## config.mk

```make
export PLATFORM = sky130hd
export DESIGN_NAME = mux_share_arb
export DESIGN_NICKNAME = d
export VERILOG_FILES = /design/src/rtl/mux_share_arb.sv
export SDC_FILE = /design/constraint.sdc
export NUM_CORES = 1
export LEC_CHECK = 0
export CELL_PAD_IN_SITES_DETAIL_PLACEMENT = 0
export CELL_PAD_IN_SITES_GLOBAL_PLACEMENT = 1
export CORE_AREA = 3 3 58 60
export CTS_BUF_LIST = sky130_fd_sc_hd__clkbuf_8
export DETAILED_ROUTE_END_ITERATION = 16
export DIE_AREA = 0 0 61 63
export PLACE_DENSITY_LB_ADDON = 0.05
export SYNTH_ARGS = -nofsm -noshare
export SYNTH_HDL_FRONTEND = slang
export SYNTH_SLANG_ARGS = --single-unit
```

## constraint.sdc

```tcl
create_clock -name clk -period 2.61 [get_ports clk]
set_input_delay 0.261 -clock clk [delete_from_list [all_inputs] [get_ports clk]]
set_output_delay 0.261 -clock clk [all_outputs]
set_load 0.01 [all_outputs]
```

## src/rtl/mux_share_arb.sv

```systemverilog
// mux_share_arb: round-robin arbiter sharing a 2:1 data mux between two
// requesters, with a registered data output and valid flag.
// Ports: clk, rst (async, active-high), req1/req2, in1/in2 (W bits),
//        gnt1/gnt2/sel (registered grant and mux select),
//        out_valid/out_data (registered mux output).
// Optional macro ARB_TIMEOUT_EN: forces rotation after MAX_HOLD
// consecutive grant cycles while the other side is requesting.
module mux_share_arb #(
  parameter int W        = 8,
  parameter int MAX_HOLD = 4
) (
  input  logic         clk,
  input  logic         rst,
  input  logic         req1,
  input  logic         req2,
  input  logic [W-1:0] in1,
  input  logic [W-1:0] in2,
  output logic         gnt1,
  output logic         gnt2,
  output logic         sel,
  output logic         out_valid,
  output logic [W-1:0] out_data
);

  if (MAX_HOLD < 1 || MAX_HOLD > 255) begin : g_bad_hold
    $error("mux_share_arb: MAX_HOLD must be 1..255");
  end

  typedef enum logic [1:0] {
    IDLE,
    G1,
    G2
  } state_e;

  state_e         state_q, state_d;
  // 1: requester 1 was served most recently
  logic           last_q, last_d;
  logic           gnt1_q, gnt1_d;
  logic           gnt2_q, gnt2_d;
  logic           sel_q, sel_d;
  logic           valid_q, valid_d;
  logic [W-1:0]   data_q, data_d;

`ifdef ARB_TIMEOUT_EN
  localparam logic [7:0] HOLD_LAST = 8'(MAX_HOLD - 1);
  logic [7:0]     cnt_q, cnt_d;
  logic           rot1, rot2;
  assign rot1 = req2 && (cnt_q == HOLD_LAST);
  assign rot2 = req1 && (cnt_q == HOLD_LAST);
`endif

  always_comb begin
    state_d = state_q;
    last_d  = last_q;
    valid_d = 1'b0;
    data_d  = data_q;
    unique case (state_q)
      IDLE: begin
        if (req1 && (!req2 || !last_q)) begin
          state_d = G1;
        end else if (req2) begin
          state_d = G2;
        end
      end
      G1: begin
        if (!req1) begin
          state_d = req2 ? G2 : IDLE;
`ifdef ARB_TIMEOUT_EN
        end else if (rot1) begin
          state_d = G2;
`endif
        end
        if (req1) begin
          valid_d = 1'b1;
          data_d  = in1;
        end
      end
      G2: begin
        if (!req2) begin
          state_d = req1 ? G1 : IDLE;
`ifdef ARB_TIMEOUT_EN
        end else if (rot2) begin
          state_d = G1;
`endif
        end
        if (req2) begin
          valid_d = 1'b1;
          data_d  = in2;
        end
      end
      default: state_d = IDLE;
    endcase

    if (state_d == G1 && state_q != G1) begin
      last_d = 1'b1;
    end
    if (state_d == G2 && state_q != G2) begin
      last_d = 1'b0;
    end

    // outputs registered from next state so they align with the state flop
    gnt1_d = (state_d == G1);
    gnt2_d = (state_d == G2);
    sel_d  = (state_d == G1);
  end

`ifdef ARB_TIMEOUT_EN
  always_comb begin
    cnt_d = cnt_q;
    if (state_d != state_q) begin
      cnt_d = 8'd0;
    end else if (state_q != IDLE && cnt_q != HOLD_LAST) begin
      cnt_d = cnt_q + 8'd1;
    end
  end
`endif

  always_ff @(posedge clk or posedge rst) begin
    if (rst) begin
      state_q <= IDLE;
      last_q  <= 1'b0;
      gnt1_q  <= 1'b0;
      gnt2_q  <= 1'b0;
      sel_q   <= 1'b0;
      valid_q <= 1'b0;
      data_q  <= '0;
`ifdef ARB_TIMEOUT_EN
      cnt_q   <= 8'd0;
`endif
    end else begin
      state_q <= state_d;
      last_q  <= last_d;
      gnt1_q  <= gnt1_d;
      gnt2_q  <= gnt2_d;
      sel_q   <= sel_d;
      valid_q <= valid_d;
      data_q  <= data_d;
`ifdef ARB_TIMEOUT_EN
      cnt_q   <= cnt_d;
`endif
    end
  end

  assign gnt1      = gnt1_q;
  assign gnt2      = gnt2_q;
  assign sel       = sel_q;
  assign out_valid = valid_q;
  assign out_data  = data_q;

endmodule

```

Yosys cells after proc, flatten, opt, wreduce, memory -nomap -nowiden
Index checks and enable logic that the tools add are counted.
- bits in writable memories: 0
- register bits after elaboration: 14
- memories: 0
- bits in latches: 0
- word-level logic and storage cells: 39
- input port bits: 20
- memory bits (read-only): 0
- multipliers: 0
- bitwise gates (word level): 0
- reduce and logical (&&, ||, !) cells: 10
- equality and inequality tests: 8
- add/sub/neg operators: 0
- order comparisons: 0
- divide/modulo/power cells: 0
- shift-type cells: 0
- mux-type cells: 15
- operators with widths (operator ; count):
    2-to-1 mux 8 bit ; 2
    case mux 8 bit (2 select lines) ; 1
    2-to-1 mux 2 bit ; 5
    != test 2 bit (second input constant) ; 3
    case mux 2 bit (3 select lines) ; 1
    2-to-1 mux 1 bit ; 5
    == test 2 x 1 -> 1 bit (second input constant) ; 2
    == test 2 bit (second input constant) ; 2
    nonzero test 2 bit ; 2
    logical AND 1 bit ; 3
    AND reduction 3 bit ; 1
    logical NOT 1 bit ; 2
    logical NOT 2 bit ; 1
    != test 2 x 1 -> 1 bit (second input constant) ; 1
    case mux 1 bit (2 select lines) ; 1
    logical OR 1 bit ; 1

Logic depth before layout (Yosys ltp)
Gate-level depths: netlist (run 1).
- depth in word-level cells: 9
- gate-level depth with buffers: 7
- mapped depth without buffers: 6

Worst setup path before layout (run 1)
OpenSTA, ideal clock, no wires.
- path type: reg-to-reg
- start: reg state_q[0]
- end: reg last_q
- stages on the path, launching flop included: 7
- buffers on the path: 1
- setup slack: 1037 ps
- data required time: 2488 ps
- library setup time: 122 ps
- data arrival time: 1451 ps
- clock period less this slack: 1573 ps
- path through: dfrtp_1 -> inv_1 -> ha_1 -> buf_6 -> a311oi_1 -> o211ai_2 -> a32o_1
- word-level cells in the longest chain between the ends: 6
- elaborated cells between the ends (all ways): 16
- those cells by class: eq/ne: 6; mux: 6; reduce/logical: 4
- RTL lines (what ; line ; source):
    start: declaration ; 35 ; state_e state_q, state_d;
    start signal: assignment ; 131 ; state_q <= state_d;
    2-to-1 mux 2 bit ; 61 ; end else if (req2) begin
    2-to-1 mux 2 bit ; 59 ; if (req1 && (!req2 || !last_q)) begin
    case mux 2 bit (3 select lines) ; 57 ; unique case (state_q)
    == test 2 bit or == test 2 x 1 -> 1 bit (tied branches) ; 97, 94 ;
    logical AND 1 bit, on equally long branches ; 97, 94 ;
    2-to-1 mux 1 bit or nonzero test 2 bit (tied branches) ; -- ;
    end signal: assignment ; 132 ; last_q <= last_d;
    end: declaration ; 37 ; logic last_q, last_d;
Several ways; a longest one is shown, not always the timed one.
A chain may end at the register's enable or synchronous reset.

Final worst setup path (run 1)
Ends and elaborated chain as after synthesis.

==> impl_metrics.toml, run 1 <==
[status]
status = "finished, final reports clean"

[sta]
tightest_slew_ps = 540.3
relSlewSlack = 0.6394
setup_viol = 0
fin_skew_ps = 3.828
hold_ws_ps = 364.7
finalMaxSlewViolations = 0
fin_setup_tns_ps = 0
hold_viol_final = 0
period_needed_ps = 1731
grt_setup_unrepaired = "no"
period_share = 0.6632
fmaxAchievable_ghz = 0.5777

[pwr]
internal_power_uw = 826.1
irDropWorstVdd_mv = 0.3814
p_leak_uw = 0.0004944
power_uw = 1332
pwr-share-comb = 0.552
clockPowerShare = 0.156
p_sw_frac = 0.3798
power.density_nw_per_um2 = 1091
p_sw_uw = 505.8
seq_power_share = 0.291

[die]
start_util = 0.2836
die_h_um = 63
rows = 20
dieArea_um2 = 3843
core_area_um2 = 2978
fp.dieW_um = 61
num_io_pins = 32

[yosys]
synth_top_cell_by_area = "dfrtp_1"
synth_top_area_frac = 0.4148
avgSynthCellArea_um2 = 10.56
netlist_area_um2 = 844.6
synthCells = 80
ys_ff_latch = 14
async_reset_ff_frac = 1.000
yosys_warnings = 0
synthTopCellsByArea = "dfrtp_1, mux2i_1, ha_1"
synth_ff_type = "dfrtp_1"
synth_nets = 104
synth-edff-count = 0
synth_cell_type_count = 30
ys_seq_area_frac = 0.4148

[placed_design]
placed_area_um2 = 1166
port_buffers = 31
gp_congestion = 0.8659
dpl.hpwl_um = 1437

[clocking]
cts_resized = 0
cts_buffer_depth = 2
htreeDepth = 1
cts_setup_buffers = 0
numCtsBuffers = 3
clk_pin_slew_worst_paths_ps = 60
postCtsHoldBufs = 0
cts_root_buffer = "clkbuf_8"
clock_latency_ps = 240
cts_tree = "done"
clock_sinks = 14

[final_layout]
fillers = 305
layout.nets = 137
fin_area_um2 = 1221
drive_gt1_frac = 0.1518
area_delta_synth_final_pct = 44.59
diodes = 0

[global_routing]
grt_first_pass_wirelength_um = 3118
antenna_found_initial = 0
first_global_vias = 713
grt_start_max_net_pins = 17
grt_overflow = 0
track_usage = 0.1074

[detailed_routing]
via_per_inst = 4.524
drtAntennaViolNets = 0
drtIter0Drc = 10
drc = 0
first_pass_iters = 4
num_vias = 656
wl_per_cell_um = 12.52
drt_wl_total_um = 1816

[setup_path]
r2r_cells = 6
cp_max_fo = 7
reg2reg_to = "last_q"
critPathKind = "reg2reg"
startpoint = "state_q[0]"
r2r_slack_ps = 880
worstPathArrival_ps = 1860
r2r_start = "state_q[0]"
cp.required_ps = 2740
end_kind = "flop"
critPathLaunchType = "flop"
crit_end = "last_q"

[run]
cap_violations = 0

[min_path]
hold_class = "in2async"
==> final cells by class <==
| class | count | area (um^2) | share of cell area |
|---|---|---|---|
| clock buffers | 4 | 55.05 | 0.04508 |
| flip-flops and latches | 14 | 350.3 | 0.2869 |
| repair buffers | 32 | 317.8 | 0.2602 |
| inverters | 5 | 18.77 | 0.01537 |
| well taps | 33 | 41.29 | 0.03381 |
| multi-input cells | 57 | 437.9 | 0.3586 |
==> cells in the mapped netlist (all sizes together) (2+ instances only) <==
master / instances
ha: 4
o21ai: 2
a21boi: 2
dfrtp: 14
nor2b: 2
nand2: 2
nand3: 4
nor2: 14
inv: 5
a21oi: 9
buf: 4
mux2i: 9
==> layout by cell type, fill, tap and decap left out, drive strengths merged, types with 2 or more instances in the layout <==
cell / Yosys / routed
a21oi: 9 / 9
o21ai: 2 / 2
a21boi: 2 / 2
clkbuf: 0 / 4
dfrtp: 14 / 14
inv: 5 / 5
nand3: 4 / 4
nor2: 14 / 14
nor2b: 2 / 2
ha: 4 / 4
mux2i: 9 / 9
clkdlybuf4s50: 0 / 31
nand2: 2 / 2
==> power by group through the flow <==
stage / Combinational, uW / Clock, uW / Sequential [uW]
final: 735 / 208 / 388
after global placement: 740 / 0 / 393
after detailed placement: 748 / 0 / 392
after global routing: 820 / 233 / 404
after floorplan: 467 / 0 / 420
after CTS: 750 / 222 / 388
==> stage by stage <==
| step | util | instances | setup slack [ps] |
|---|---|---|---|
| after floorplan | - | 80 | 1037 |
| after global routing | 0.4101 | 145 | 682.3 |
| after CTS | 0.4101 | 145 | 857.0 |
| final | 0.4101 | 145 | 879.0 |
| after global placement | 0.3916 | 141 | 824.2 |
| after detailed placement | 0.3916 | 141 | 795.0 |
==> kinds of logic (layout without fill, tap and decap cells) <==
kind of cell	Yosys count	after routing	synth area share
buffers and inverters	9	41	0.06666
AND/OR/NAND/NOR	27	27	0.1704
multiplexers	9	9	0.1067
adder cells (fa/ha/maj)	4	4	0.05926
AO/OA/AOI/OAI	17	17	0.1822
flip-flops	14	14	0.4148
==> critical path, stage by stage (launching register included) <==
cell     delay (ps)
dfrtp_1         480
inv_1           100
ha_1            280
nor2b_2         200
o21ai_1         180
nand3_1         120
a32o_1          260
==> sequential cells by signal (all words and copies together) (netlist names) <==
name / count
state_q: 2
out_data: 8
out_valid: 1
last_q: 1
gnt2: 1
sel: 1
==> worst min-delay path by stage <==
stage                 from          end  slack (ps)  depth (start not counted)
2_1_floorplan          rst         gnt2         150                          1
3_3_place_gp   out_data[4]  out_data[4]         500                          2
3_5_place_dp   out_data[4]  out_data[4]         510                          2
4_1_cts                rst         gnt2         400                          2
5_1_grt                rst  out_data[2]         440                          2
6_report               rst         gnt2         360                          2
==> layer usage <==
layer  track usage  vias to the layer above  share of wire
met5             0                        -              0
met4       0.04878                        0         0.0099
met3       0.02479                        2          0.062
met2        0.1791                       18           0.48
met1        0.1261                      297           0.45
li1              -                      339              -
No activity file was read; power rests on OpenSTA's default activity.
==> run 2: changes to the inputs <==
==> constraint.sdc (replaced) <==
create_clock -name clk -period 1.6 [get_ports clk]
set_input_delay 0.16 -clock clk [delete_from_list [all_inputs] [get_ports clk]]
set_output_delay 0.16 -clock clk [all_outputs]
set_load 0.01 [all_outputs]
==> impl_metrics.toml, run 2 (synthesis results as in run 1) <==
[status]
status = "finished, final reports clean"

[die]
dieArea_um2 = 3843
fp.dieW_um = 61
start_util = 0.2836
rows = 20
num_io_pins = 32
core_area_um2 = 2978
die_h_um = 63

[setup_path]
r2r_start = "state_q[1]"
cp_max_fo = 4
r2r_slack_ps = 80
cp_common_cell = "inv_1"
path_buf_inv = 2
critPathLaunchType = "flop"
cp_num_cells = 6
cp_slowest_cell = "dfrtp_1"
crit_end = "last_q"
reg2reg_to = "last_q"
startpoint = "state_q[1]"
cpPeakStageDelay_ps = 430
critPathKind = "reg2reg"
worstPathArrival_ps = 1650
cp.required_ps = 1730
r2r_cells = 6
crit_family = "compound AO/OA/AOI/OAI gates"
path_cells = "inv_1 > ha_2 > inv_1 > o311ai_4 > o211ai_2 > a32o_1"
end_kind = "flop"

[sta]
fin_ws_ps = 83.55
period_needed_ps = 1516
relSlewSlack = 0.6263
fin_skew_ps = 2.373
fin_setup_tns_ps = 0
tightest_slew_ps = 560.0
fmaxAchievable_ghz = 0.6594
hold_viol_final = 0
hold_ws_ps = 276.6
setup_viol = 0
finalMaxSlewViolations = 0
period_share = 0.9478

[pwr]
power_uw = 2362
clockPowerShare = 0.121
seq_power_share = 0.262
p_sw_uw = 880.9
pwr-share-comb = 0.616
internal_power_uw = 1481
power.density_nw_per_um2 = 1786
irDropWorstVdd_mv = 0.5540
p_sw_frac = 0.3730
p_leak_uw = 0.0005407

[run]
cap_violations = 0

[placed_design]
dp.cells = 151
dpl.hpwl_um = 1499
preCtsSetupSlack_ps = -83.41
gp_congestion = 0.7855
port_buffers = 31

[final_layout]
diodes = 0
layout.nets = 147
fillers = 293
mostFrequentLayoutCell = "clkdlybuf4s50_1"
drive_gt1_frac = 0.2645
layout.cells.non_filler = 154
layout_common_cells = "clkdlybuf4s50_1, dfrtp_1, nor2_1, buf_4, mux2i_1"
largest_register_ff_count = 8
area_delta_synth_final_pct = 56.59

[clocking]
cts_setup_buffers = 0
postCtsHoldBufs = 0
clock_sinks = 14
clk_pin_slew_worst_paths_ps = 60
numCtsBuffers = 3
cts_buffer_depth = 2
cts_tree = "done"
htreeDepth = 1
cts_root_buffer = "clkbuf_8"
clock_latency_ps = 240

[global_routing]
first_global_vias = 728
grt_overflow = 0
grt_start_max_net_pins = 17
antenna_found_initial = 0
grt_first_pass_wirelength_um = 3270
track_usage = 0.1120

[detailed_routing]
drtAntennaViolNets = 0
via_per_inst = 4.558
num_vias = 702
drc = 0
first_pass_iters = 2
drtIter0Drc = 5
wl_per_cell_um = 12.53
drt_wl_total_um = 1930

[min_path]
hold_class = "in2async"
-- run 2: area by class of cell --
cell class	count	area (um^2)	share of cell area
tap	33	41.29	0.03122
multi-input combinational	57	465.4	0.3519
clock buffer	3	41.29	0.03122
inverter	5	18.77	0.01419
timing repair buffer	42	405.4	0.3065
sequential	14	350.3	0.2649
-- run 2: metrics by stage --
stage          cell area (um^2)    util
6_report                   1323  0.4441
5_1_grt                    1323  0.4441
4_1_cts                    1295  0.4349
3_5_place_dp               1254  0.4210
3_3_place_gp               1254  0.4210
2_1_floorplan             844.6       -
-- run 2: worst min-delay path by stage --
stage	from	endpoint	slack (ps)	cells after the start
3_3_place_gp	out_data[4]	out_data[4]	500	2
6_report	rst	gnt2	280	2
5_1_grt	rst	out_data[7]	350	2
2_1_floorplan	rst	gnt2	50	1
4_1_cts	rst	sel	310	2
3_5_place_dp	out_data[5]	out_data[5]	510	2
-- run 2: what timing repair did --
item,in CTS,in global routing
pin swaps,0,1
setup endpoints to repair,1,10
gates resized for setup,0,7
-- run 2: power groups by stage --
stage	clock network, uW	logic [uW]	registers [uW]
6_report	287	1460	619
5_1_grt	312	1620	642
3_5_place_dp	0	1430	622
4_1_cts	303	1430	615
3_3_place_gp	0	1420	612
2_1_floorplan	0	762	685
-- run 2: layer usage --
layer  global-route usage  share of wire  wire length, um  vias up
met5                    0              0                0        -
met4              0.03252         0.0093               18        0
met3              0.03926          0.055              106        2
met2               0.1952           0.52             1007       18
met1               0.1239           0.41              798      322
li1                     -              -                -      360
